<file path="src/rtl/fifo_pkg.sv">
// Shared definitions for the FIFO write-side arbiter: default sizing,
// FSM state encoding and a small one-hot helper.
package fifo_pkg;

  localparam int N_REQ_DEF = 4;
  localparam int DW_DEF    = 8;
  localparam int BURST_DEF = 4;

  localparam int WR_CNT_W = 16;
  // Wide enough for BURST up to 16.
  localparam int BCNT_W   = 5;

  typedef enum logic {
    ST_IDLE  = 1'b0,
    ST_GRANT = 1'b1
  } arb_state_t;

  // Decodes an index into an 8-bit one-hot vector; callers truncate to N_REQ.
  function automatic logic [7:0] onehot8(input logic [2:0] idx);
    logic [7:0] v;
    v      = '0;
    v[idx] = 1'b1;
    return v;
  endfunction

endpackage

</file>
<file path="src/rtl/fifo_wr_arb_if.sv">
// Requester and FIFO write-port bundle shared by the arbiter and its neighbours.
// slave: the arbiter side; master: the requesters plus FIFO write controller.
interface fifo_wr_arb_if
  import fifo_pkg::*;
#(
  parameter int N_REQ = N_REQ_DEF,
  parameter int DW    = DW_DEF
);

  logic [N_REQ-1:0]    req;
  logic [N_REQ*DW-1:0] data_in;
  logic [N_REQ-1:0]    gnt;
  logic                w_full;
  logic                w_en;
  logic [DW-1:0]       w_data;

  modport slave (
    input  req,
    input  data_in,
    input  w_full,
    output gnt,
    output w_en,
    output w_data
  );

  modport master (
    output req,
    output data_in,
    output w_full,
    input  gnt,
    input  w_en,
    input  w_data
  );

endinterface

</file>
<file path="src/rtl/fifo_wr_arb_rr_pick.sv">
// Circular first-one search: returns the first set req bit at or after rr_ptr.
// Purely combinational; N_REQ must be a power of two so the index wraps naturally.
module rr_pick #(
  parameter int N_REQ = 4
) (
  input  logic [N_REQ-1:0]         req,
  input  logic [$clog2(N_REQ)-1:0] rr_ptr,
  output logic [$clog2(N_REQ)-1:0] winner,
  output logic                     valid
);

  localparam int IW = $clog2(N_REQ);

  logic [IW-1:0] w_idx;

  always_comb begin
    // NOTE: every output of a combinational block gets a default first so no path leaves it unassigned (no latch).
    winner = rr_ptr;
    valid  = 1'b0;
    w_idx  = '0;
    // Scan farthest-first so the closest hit to rr_ptr is the last one written.
    for (int k = N_REQ - 1; k >= 0; k--) begin
      w_idx = rr_ptr + IW'(k);
      if (req[w_idx]) begin
        winner = w_idx;
        valid  = 1'b1;
      end
    end
  end

endmodule

</file>
<file path="src/rtl/fifo_wr_arb.sv">
// Round-robin burst arbiter feeding one FIFO write port from N_REQ requesters.
// Each grant takes up to BURST words, then one IDLE cycle re-arbitrates.
module fifo_wr_arb
  import fifo_pkg::*;
#(
  parameter int N_REQ = N_REQ_DEF,
  parameter int DW    = DW_DEF,
  parameter int BURST = BURST_DEF
) (
  input  logic                     w_clk,
  input  logic                     rst_n,
  fifo_wr_arb_if.slave             bus,
  output logic [$clog2(N_REQ)-1:0] owner,
  output logic                     busy,
  output logic [WR_CNT_W-1:0]      wr_cnt
);

  localparam int IW = $clog2(N_REQ);

  arb_state_t          r_state;
  arb_state_t          w_state_nxt;
  logic [IW-1:0]       r_owner;
  logic [IW-1:0]       w_owner_nxt;
  logic [IW-1:0]       r_rr_ptr;
  logic [IW-1:0]       w_rr_ptr_nxt;
  logic [BCNT_W-1:0]   r_bcnt;
  logic [BCNT_W-1:0]   w_bcnt_nxt;
  logic [WR_CNT_W-1:0] r_wr_cnt;

  logic [IW-1:0]       w_pick;
  logic                w_pick_vld;
  logic                w_owner_req;
  logic                w_wen;
  logic                w_last_word;
  logic [7:0]          w_owner_oh;

  rr_pick #(
    .N_REQ (N_REQ)
  ) u_rr_pick (
    .req    (bus.req),
    .rr_ptr (r_rr_ptr),
    .winner (w_pick),
    .valid  (w_pick_vld)
  );

  assign w_owner_req = bus.req[r_owner];
  assign w_wen       = (r_state == ST_GRANT) && w_owner_req && !bus.w_full;
  assign w_last_word = (r_bcnt == BCNT_W'(BURST - 1));
  assign w_owner_oh  = onehot8(3'(r_owner));

  assign bus.w_en   = w_wen;
  assign bus.w_data = bus.data_in[r_owner*DW +: DW];
  assign bus.gnt    = w_wen ? w_owner_oh[N_REQ-1:0] : '0;

  assign owner  = r_owner;
  assign busy   = (r_state == ST_GRANT);
  assign wr_cnt = r_wr_cnt;

  always_ff @(posedge w_clk or negedge rst_n) begin
    if (!rst_n) begin
      r_state  <= ST_IDLE;
      r_owner  <= '0;
      r_rr_ptr <= '0;
      r_bcnt   <= '0;
    end else begin
      // NOTE: sequential state uses non-blocking assignments so every register samples pre-edge values.
      r_state  <= w_state_nxt;
      r_owner  <= w_owner_nxt;
      r_rr_ptr <= w_rr_ptr_nxt;
      r_bcnt   <= w_bcnt_nxt;
    end
  end

  always_comb begin
    w_state_nxt  = r_state;
    w_owner_nxt  = r_owner;
    w_rr_ptr_nxt = r_rr_ptr;
    w_bcnt_nxt   = r_bcnt;
    unique case (r_state)
      ST_IDLE: begin
        if (w_pick_vld) begin
          w_state_nxt = ST_GRANT;
          w_owner_nxt = w_pick;
          w_bcnt_nxt  = '0;
        end
      end
      ST_GRANT: begin
        // A dropped request ends the grant even if the FIFO is also full.
        if (!w_owner_req) begin
          w_state_nxt  = ST_IDLE;
          w_rr_ptr_nxt = r_owner + 1'b1;
        end else if (w_wen) begin
          w_bcnt_nxt = r_bcnt + 1'b1;
          if (w_last_word) begin
            w_state_nxt  = ST_IDLE;
            w_rr_ptr_nxt = r_owner + 1'b1;
          end
        end
      end
      default: w_state_nxt = ST_IDLE;
    endcase
  end

  always_ff @(posedge w_clk or negedge rst_n) begin
    if (!rst_n) begin
      r_wr_cnt <= '0;
    end else if (w_wen) begin
      r_wr_cnt <= r_wr_cnt + 1'b1;
    end
  end

endmodule
</file>
<file path="src/flat_wrapper.sv">
// flat-port wrapper written by rule: the top's interface ports become plain ports
module fifo_wr_arb_flat import fifo_pkg::*;
#(
  parameter int N_REQ = N_REQ_DEF,
  parameter int DW    = DW_DEF,
  parameter int BURST = BURST_DEF
)
  (w_clk, rst_n, owner, busy, wr_cnt, bus_req, bus_data_in, bus_w_full, bus_gnt, bus_w_en, bus_w_data);
  fifo_wr_arb_if #(.N_REQ(N_REQ), .DW(DW)) bus_i ();
  input  logic w_clk;
  input  logic rst_n;
  output logic [$clog2(N_REQ)-1:0] owner;
  output logic busy;
  output logic [WR_CNT_W-1:0] wr_cnt;
  input wire logic [$bits(bus_i.req)-1:0] bus_req;
  input wire logic [$bits(bus_i.data_in)-1:0] bus_data_in;
  input wire logic [$bits(bus_i.w_full)-1:0] bus_w_full;
  output wire logic [$bits(bus_i.gnt)-1:0] bus_gnt;
  output wire logic [$bits(bus_i.w_en)-1:0] bus_w_en;
  output wire logic [$bits(bus_i.w_data)-1:0] bus_w_data;
  assign bus_i.req = bus_req;
  assign bus_i.data_in = bus_data_in;
  assign bus_i.w_full = bus_w_full;
  assign bus_gnt = bus_i.gnt;
  assign bus_w_en = bus_i.w_en;
  assign bus_w_data = bus_i.w_data;
  fifo_wr_arb #(.N_REQ(N_REQ), .DW(DW), .BURST(BURST)) u_core (.w_clk(w_clk), .rst_n(rst_n), .bus(bus_i), .owner(owner), .busy(busy), .wr_cnt(wr_cnt));
endmodule
</file>
<file path="config.mk">
export PLATFORM = sky130hd
export DESIGN_NAME = fifo_wr_arb_flat
export DESIGN_NICKNAME = d
export VERILOG_FILES = /design/src/rtl/fifo_pkg.sv /design/src/rtl/fifo_wr_arb_if.sv /design/src/rtl/fifo_wr_arb_rr_pick.sv /design/src/rtl/fifo_wr_arb.sv /design/src/flat_wrapper.sv
export SDC_FILE = /design/constraint.sdc
export NUM_CORES = 1
export LEC_CHECK = 0
export ABC_AREA = 1
export CAP_MARGIN = 20
export CORE_MARGIN = 3
export CORE_UTILIZATION = 25
export DETAILED_ROUTE_END_ITERATION = 6
export GPL_TIMING_DRIVEN = 1
export SLEW_MARGIN = 10
export SYNTH_ARGS = -nofsm -noshare
export SYNTH_HDL_FRONTEND = slang
export SYNTH_SLANG_ARGS = --single-unit
</file>
<file path="constraint.sdc">
create_clock -name w_clk -period 2.6 [get_ports w_clk]
set_input_delay 0.78 -clock w_clk [delete_from_list [all_inputs] [get_ports w_clk]]
set_output_delay 0.78 -clock w_clk [all_outputs]
set_load 0.005 [all_outputs]
</file>
After elaboration in Yosys (flattened, before gate mapping) --
Index checks and enable logic that the tools add are counted.
Word-level totals: bits in registers 26, bits in latches 0, bits in writable memories 0, ROM bits 0, bits of input ports 39, output and inout port bits 32, logic and storage cells 66, memories kept 0
Cells by class: $add $sub $neg 6, $mul 0, divide/modulo/power cells 0, magnitude comparators 7, eq/ne operators 6, shifts and indexed selects 1, mux-type cells 33, bitwise gates (word level) 1, reductions and logical operators 7
Operator list (number):
- 32-bit by 6-bit variable part select with 8-bit output | 1
- 16-bit by 1-bit adder with 16-bit output, second input constant | 1
- 2-bit by 3-bit < comparator with 1-bit output, second input constant | 5
- 5-bit 2-to-1 mux | 3
- 1-bit 2-to-1 mux | 14
- 2-bit 2-to-1 mux | 7
- 1-bit binary-select mux with 2-bit select | 5
- 2-bit inequality test, second input constant | 5
- 5-bit case mux with 2 select lines | 1
- 3-bit AND reduction | 2
- 5-bit by 1-bit adder with 5-bit output, second input constant | 1
- 5-bit by 2-bit == test with 1-bit output, second input constant | 1
- 2-bit by 1-bit adder with 2-bit output, second input constant | 2
- 2-bit adder, second input constant | 2
- 2-bit by 4-bit < comparator with 1-bit output, second input constant | 1
- 4-bit 2-to-1 mux | 1
- 1-bit logical AND | 3
- 1-bit demux with 2-bit select | 1
- 2-bit by 1-bit >= comparator with 1-bit output, second input constant | 1
- 1-bit case mux with 2 select lines | 1
- 2-bit AND reduction | 1
- 1-bit logical NOT | 1
- 1-bit inverter | 1

Logic depth before layout (Yosys ltp) --
word-level depth 9, gate-level depth with buffers 12, depth with buffers taken out 12

Cells and area by module --
Synthesis repeated with hierarchy kept, for this count alone.
Unflattened totals: cell total of the unflattened synthesis 312, area total of the unflattened synthesis 2037.0 um^2
Modules (own cells, without submodules):
- fifo_wr_arb | instances 1, cells an instance 259, area an instance 1803.0 um^2, sequential area each 650.6 um^2
- rr_pick | instances 1, cells an instance 53, area an instance 234.0 um^2, sequential area each 0.0 um^2

Worst setup path before layout --
No wires, ideal clock.
kind in2out, from input port bus_req[0], to output port bus_gnt[0], arrival time 1428 ps, required time 1820 ps, slack 392 ps, stages on the path 7, buffers on the path 1, cells stage by stage inv_1 nand2_1 nand3_2 o21ai_4 nand3_4 buf_6 nor2_1
Between the ends: longest elaborated chain between the ends 5
RTL lines:
- start, declared | RTL line flat_wrapper.sv:15 | input wire logic [$bits(bus_i.req)-1:0] bus_req;
- 1-bit binary-select mux with 2-bit select | RTL line fifo_wr_arb.sv:46 | assign w_owner_req = bus.req[r_owner];
- 1-bit 2-to-1 mux (not written as such) | RTL line fifo_wr_arb.sv:46
- 1-bit logical AND (2 in a row) | RTL line fifo_wr_arb.sv:47 | assign w_wen = (r_state == ST_GRANT) && w_owner_req && !bus.w_full;
- 4-bit 2-to-1 mux | RTL line fifo_wr_arb.sv:53 | assign bus.gnt = w_wen ? w_owner_oh[N_REQ-1:0] : '0;
- end, declared | RTL line flat_wrapper.sv:18 | output wire logic [$bits(bus_i.gnt)-1:0] bus_gnt;
No other way between the ends. The select of a mux whose other input is x is not followed.

Final worst setup path --
from input port bus_data_in[16], to output port bus_w_data[0]
Between the ends: longest elaborated chain between the ends 1
RTL lines:
- start, declared | RTL line flat_wrapper.sv:16 | input wire logic [$bits(bus_i.data_in)-1:0] bus_data_in;
- 32-bit by 6-bit variable part select with 8-bit output | RTL line fifo_wr_arb.sv:52 | assign bus.w_data = bus.data_in[r_owner*DW +: DW];
- end, declared | RTL line flat_wrapper.sv:20 | output wire logic [$bits(bus_i.w_data)-1:0] bus_w_data;
No other way between the ends.

==> results.sh <==
export IMPL_syn_to_final_growth_pct=48.0
export IMPL_ctsLongestPathBuffers=2
export IMPL_root_buffer="clkbuf_8"
export IMPL_rsz0062_at_grt="no"
export IMPL_cts_buffers=3
export IMPL_reg2reg_setup_slack_ns=0.89
export IMPL_synth_area_mux_share_pct=0
export IMPL_postSynth_asyncResetShare_pct=100
export IMPL_max_freq_mhz=397
export IMPL_dp_cells=465
export IMPL_mostFrequentLayoutCells="nand2_1 (83), clkdlybuf4s50_1 (52), nor2_1 (29)"
export IMPL_setup_violations=0
export IMPL_synth_edff_count=0
export IMPL_rr_startpoint="u_core.owner[0]"
export IMPL_min_to="u_core.r_bcnt[1]"
export IMPL_finalNonFillerCells=476
export IMPL_die_w_um=95.2
export IMPL_worstPathRequired_ns=1.82
export IMPL_ioPinCount=71
export IMPL_wl_met2_um=2330
export IMPL_grt_pass1_wl_um=8770
export IMPL_dpl_hpwl_um=4210
export IMPL_cts_tree="done"
export IMPL_final_hold_violation_count=0
export IMPL_cp_max_fo=1
export IMPL_via_per_inst=4.41
export IMPL_synth_top_area_share_pct=32.7
export IMPL_fill_cells=762
export IMPL_outcome="finished, final reports clean"
export IMPL_leakagePower_nw=1.39
export IMPL_drtIter0Drc=84
export IMPL_synth_fa_ha_area_share_pct=3.78
export IMPL_portBuffers=70
export IMPL_crit_path_end_kind="output pin"
export IMPL_layout_drive_gt1_share_pct=13.5
export IMPL_slew_headroom_pct=63.6
export IMPL_antenna_found_initial=0
export IMPL_drv_cap=0
export IMPL_routed_wirelength_um=5520
export IMPL_grt_overflow_total=0
export IMPL_cts_num_sinks=26
export IMPL_wl_met3_um=559
export IMPL_die_y_um=95.2
export IMPL_worstHoldStart="u_core.r_bcnt[1]"
export IMPL_p_per_area_mw_per_mm2=945
export IMPL_fin_crit_ns=2.52
export IMPL_max_vdd_ir_drop_mv=0.504
export IMPL_synth_xor_area_share_pct=6.61
export IMPL_n_antenna_cell=0
export IMPL_layout_commonest_cell="nand2_1"
export IMPL_synth_cells=292
export IMPL_grt_use_total_pct=11.8
export IMPL_grt_pass1_vias=1925
export IMPL_die_area_mm2=0.00905
export IMPL_postSynthRegisterBits=26
export IMPL_synth_compound_area_share_pct=12.1
export IMPL_wl_met1_um=2590
export IMPL_ant_nets=0
export IMPL_worstHoldPathCells=2
export IMPL_initial_core_util_pct=26.5
export IMPL_path_class="in2out"
export IMPL_fin_area_mm2=0.00294
export IMPL_ys_types=27
export IMPL_seq_area_frac_synth_pct=32.7
export IMPL_wl_per_cell_um=11.6
export IMPL_start_kind="input pin"
export IMPL_ys_flop_type="dfrtp_1"
export IMPL_vias=2099
export IMPL_tightest_slew_ns=0.542
export IMPL_finalCritPeriodShare_pct=96.9
export IMPL_grt_max_degree=27
export IMPL_yosys_top_cells_area="dfrtp_1 (33%), nand2_1 (16%), nor2_1 (5.9%)"
export IMPL_fin_nets=424
export IMPL_drc=0
export IMPL_fin_hold_ws_ns=0.512
export IMPL_place_congestion=0.870
export IMPL_crit_arrival_ns=1.74
export IMPL_syn_avg_cell_area_um2=6.80
export IMPL_dpl_instance_area_mm2=0.00285
export IMPL_r2r_end="u_core.wr_cnt[5]"
export IMPL_syn_area_mm2=0.00199
export IMPL_cts_hold_buf=0
export IMPL_slew_violations=0
export IMPL_dr_max_layer_used="met4"
export IMPL_fin_skew_ns=0.00553
export IMPL_synth_simple_gate_area_share_pct=35.9
export IMPL_syn_nets=337
export IMPL_core_mm2=0.00749
export IMPL_path_clk_slew_ns=0.09
export IMPL_clock_latency_ns=0.27
export IMPL_h_tree_depth=1
export IMPL_first_pass_iters=4
export IMPL_hp_class="reg2reg"
export IMPL_rows=31
export IMPL_synth_largest_area_cell="dfrtp_1"
export IMPL_synth_top_family_by_area="simple AND/OR/NAND/NOR gates"
export IMPL_rr_worst_depth=9
export IMPL_yosysWarningCount=0
## Yosys cell counts, types with 3 or more instances
cell,n
nand2_1,83
nor2_1,31
inv_1,28
dfrtp_1,26
nand3_1,23
o21ai_0,23
xor2_1,13
o21ai_1,8
o22ai_1,8
ha_1,6
inv_2,5
nand3b_1,5
nor3_1,5
buf_4,4
nand2_2,4
clkbuf_1,3
nand4_1,3
nor2_2,3
## how the worst max path moves through the flow
| stage | cells past startpoint | end | slack (ns) | from |
|---|---|---|---|---|
| after floorplan | 7 | bus_gnt[0] | 0.39 | bus_req[0] |
| after global placement | 6 | bus_gnt[0] | -0.63 | bus_req[2] |
| after detailed placement | 8 | bus_gnt[0] | -0.65 | bus_req[0] |
| after CTS | 9 | bus_w_en | 0.006 | bus_req[0] |
| after global routing | 7 | bus_w_en | 0.01 | bus_req[3] |
| final | 4 | bus_w_data[0] | 0.08 | bus_data_in[16] |
## metal layers
layer	GRT usage [%]	vias up
li1	-	1105
met2	19.1	70
met4	2.40	0
met3	2.37	2
met1	16.3	922
met5	0	-
## power by group
part	internal, mW	total [mW]	switching, mW
sequential	0.559	0.761	0.202
combinational	0.845	1.79	0.944
clock	0.104	0.228	0.125
## state kept, by name (all words and copies together), names as in the netlist
signal	flops
u_core.busy	1
u_core.owner	2
u_core.r_bcnt	5
u_core.r_rr_ptr	2
u_core.wr_cnt	16
## cells by family after synthesis
group	count (synthesis)
DFF	26
buffers and inverters	41
xor gates and xnor gates	15
adders and majority gates	6
AOI/OAI and AO/OA	43
and+or+nand+nor	161
## layout make-up
cell class	count	area, µm²	area share [%]
timing repair buffer	90	831	28.3
tap	99	124	4.21
clock buffer	3	41.3	1.40
sequential	26	651	22.1
multi-input combinational	225	1170	39.8
inverter	33	124	4.21
## metrics by stage
step	total power [mW]	setup WS, ns	setup TNS [ns]	utilization (%)
floorplan	1.79	0.392	0	-
global placement	2.54	-0.628	-4.04	38.1
detailed placement	2.55	-0.647	-4.22	38.1
CTS	2.80	0.00630	0	39.3
global route	3.06	0.0114	0	39.3
finish	2.78	0.0806	0	39.3
## critical path, cell delays in order
cell,delay (ns)
clkdlybuf4s50_1,0.47
o21ai_0,0.08
o22ai_1,0.16
dlygate4sd2_1,0.25
## timing repair
action,4_1_cts,5_1_grt
endpoints found under the setup margin,13,5
resized for setup,43,4
pin swaps,8,3
buffers inserted,7,1
(Power assumes the default switching activity.)
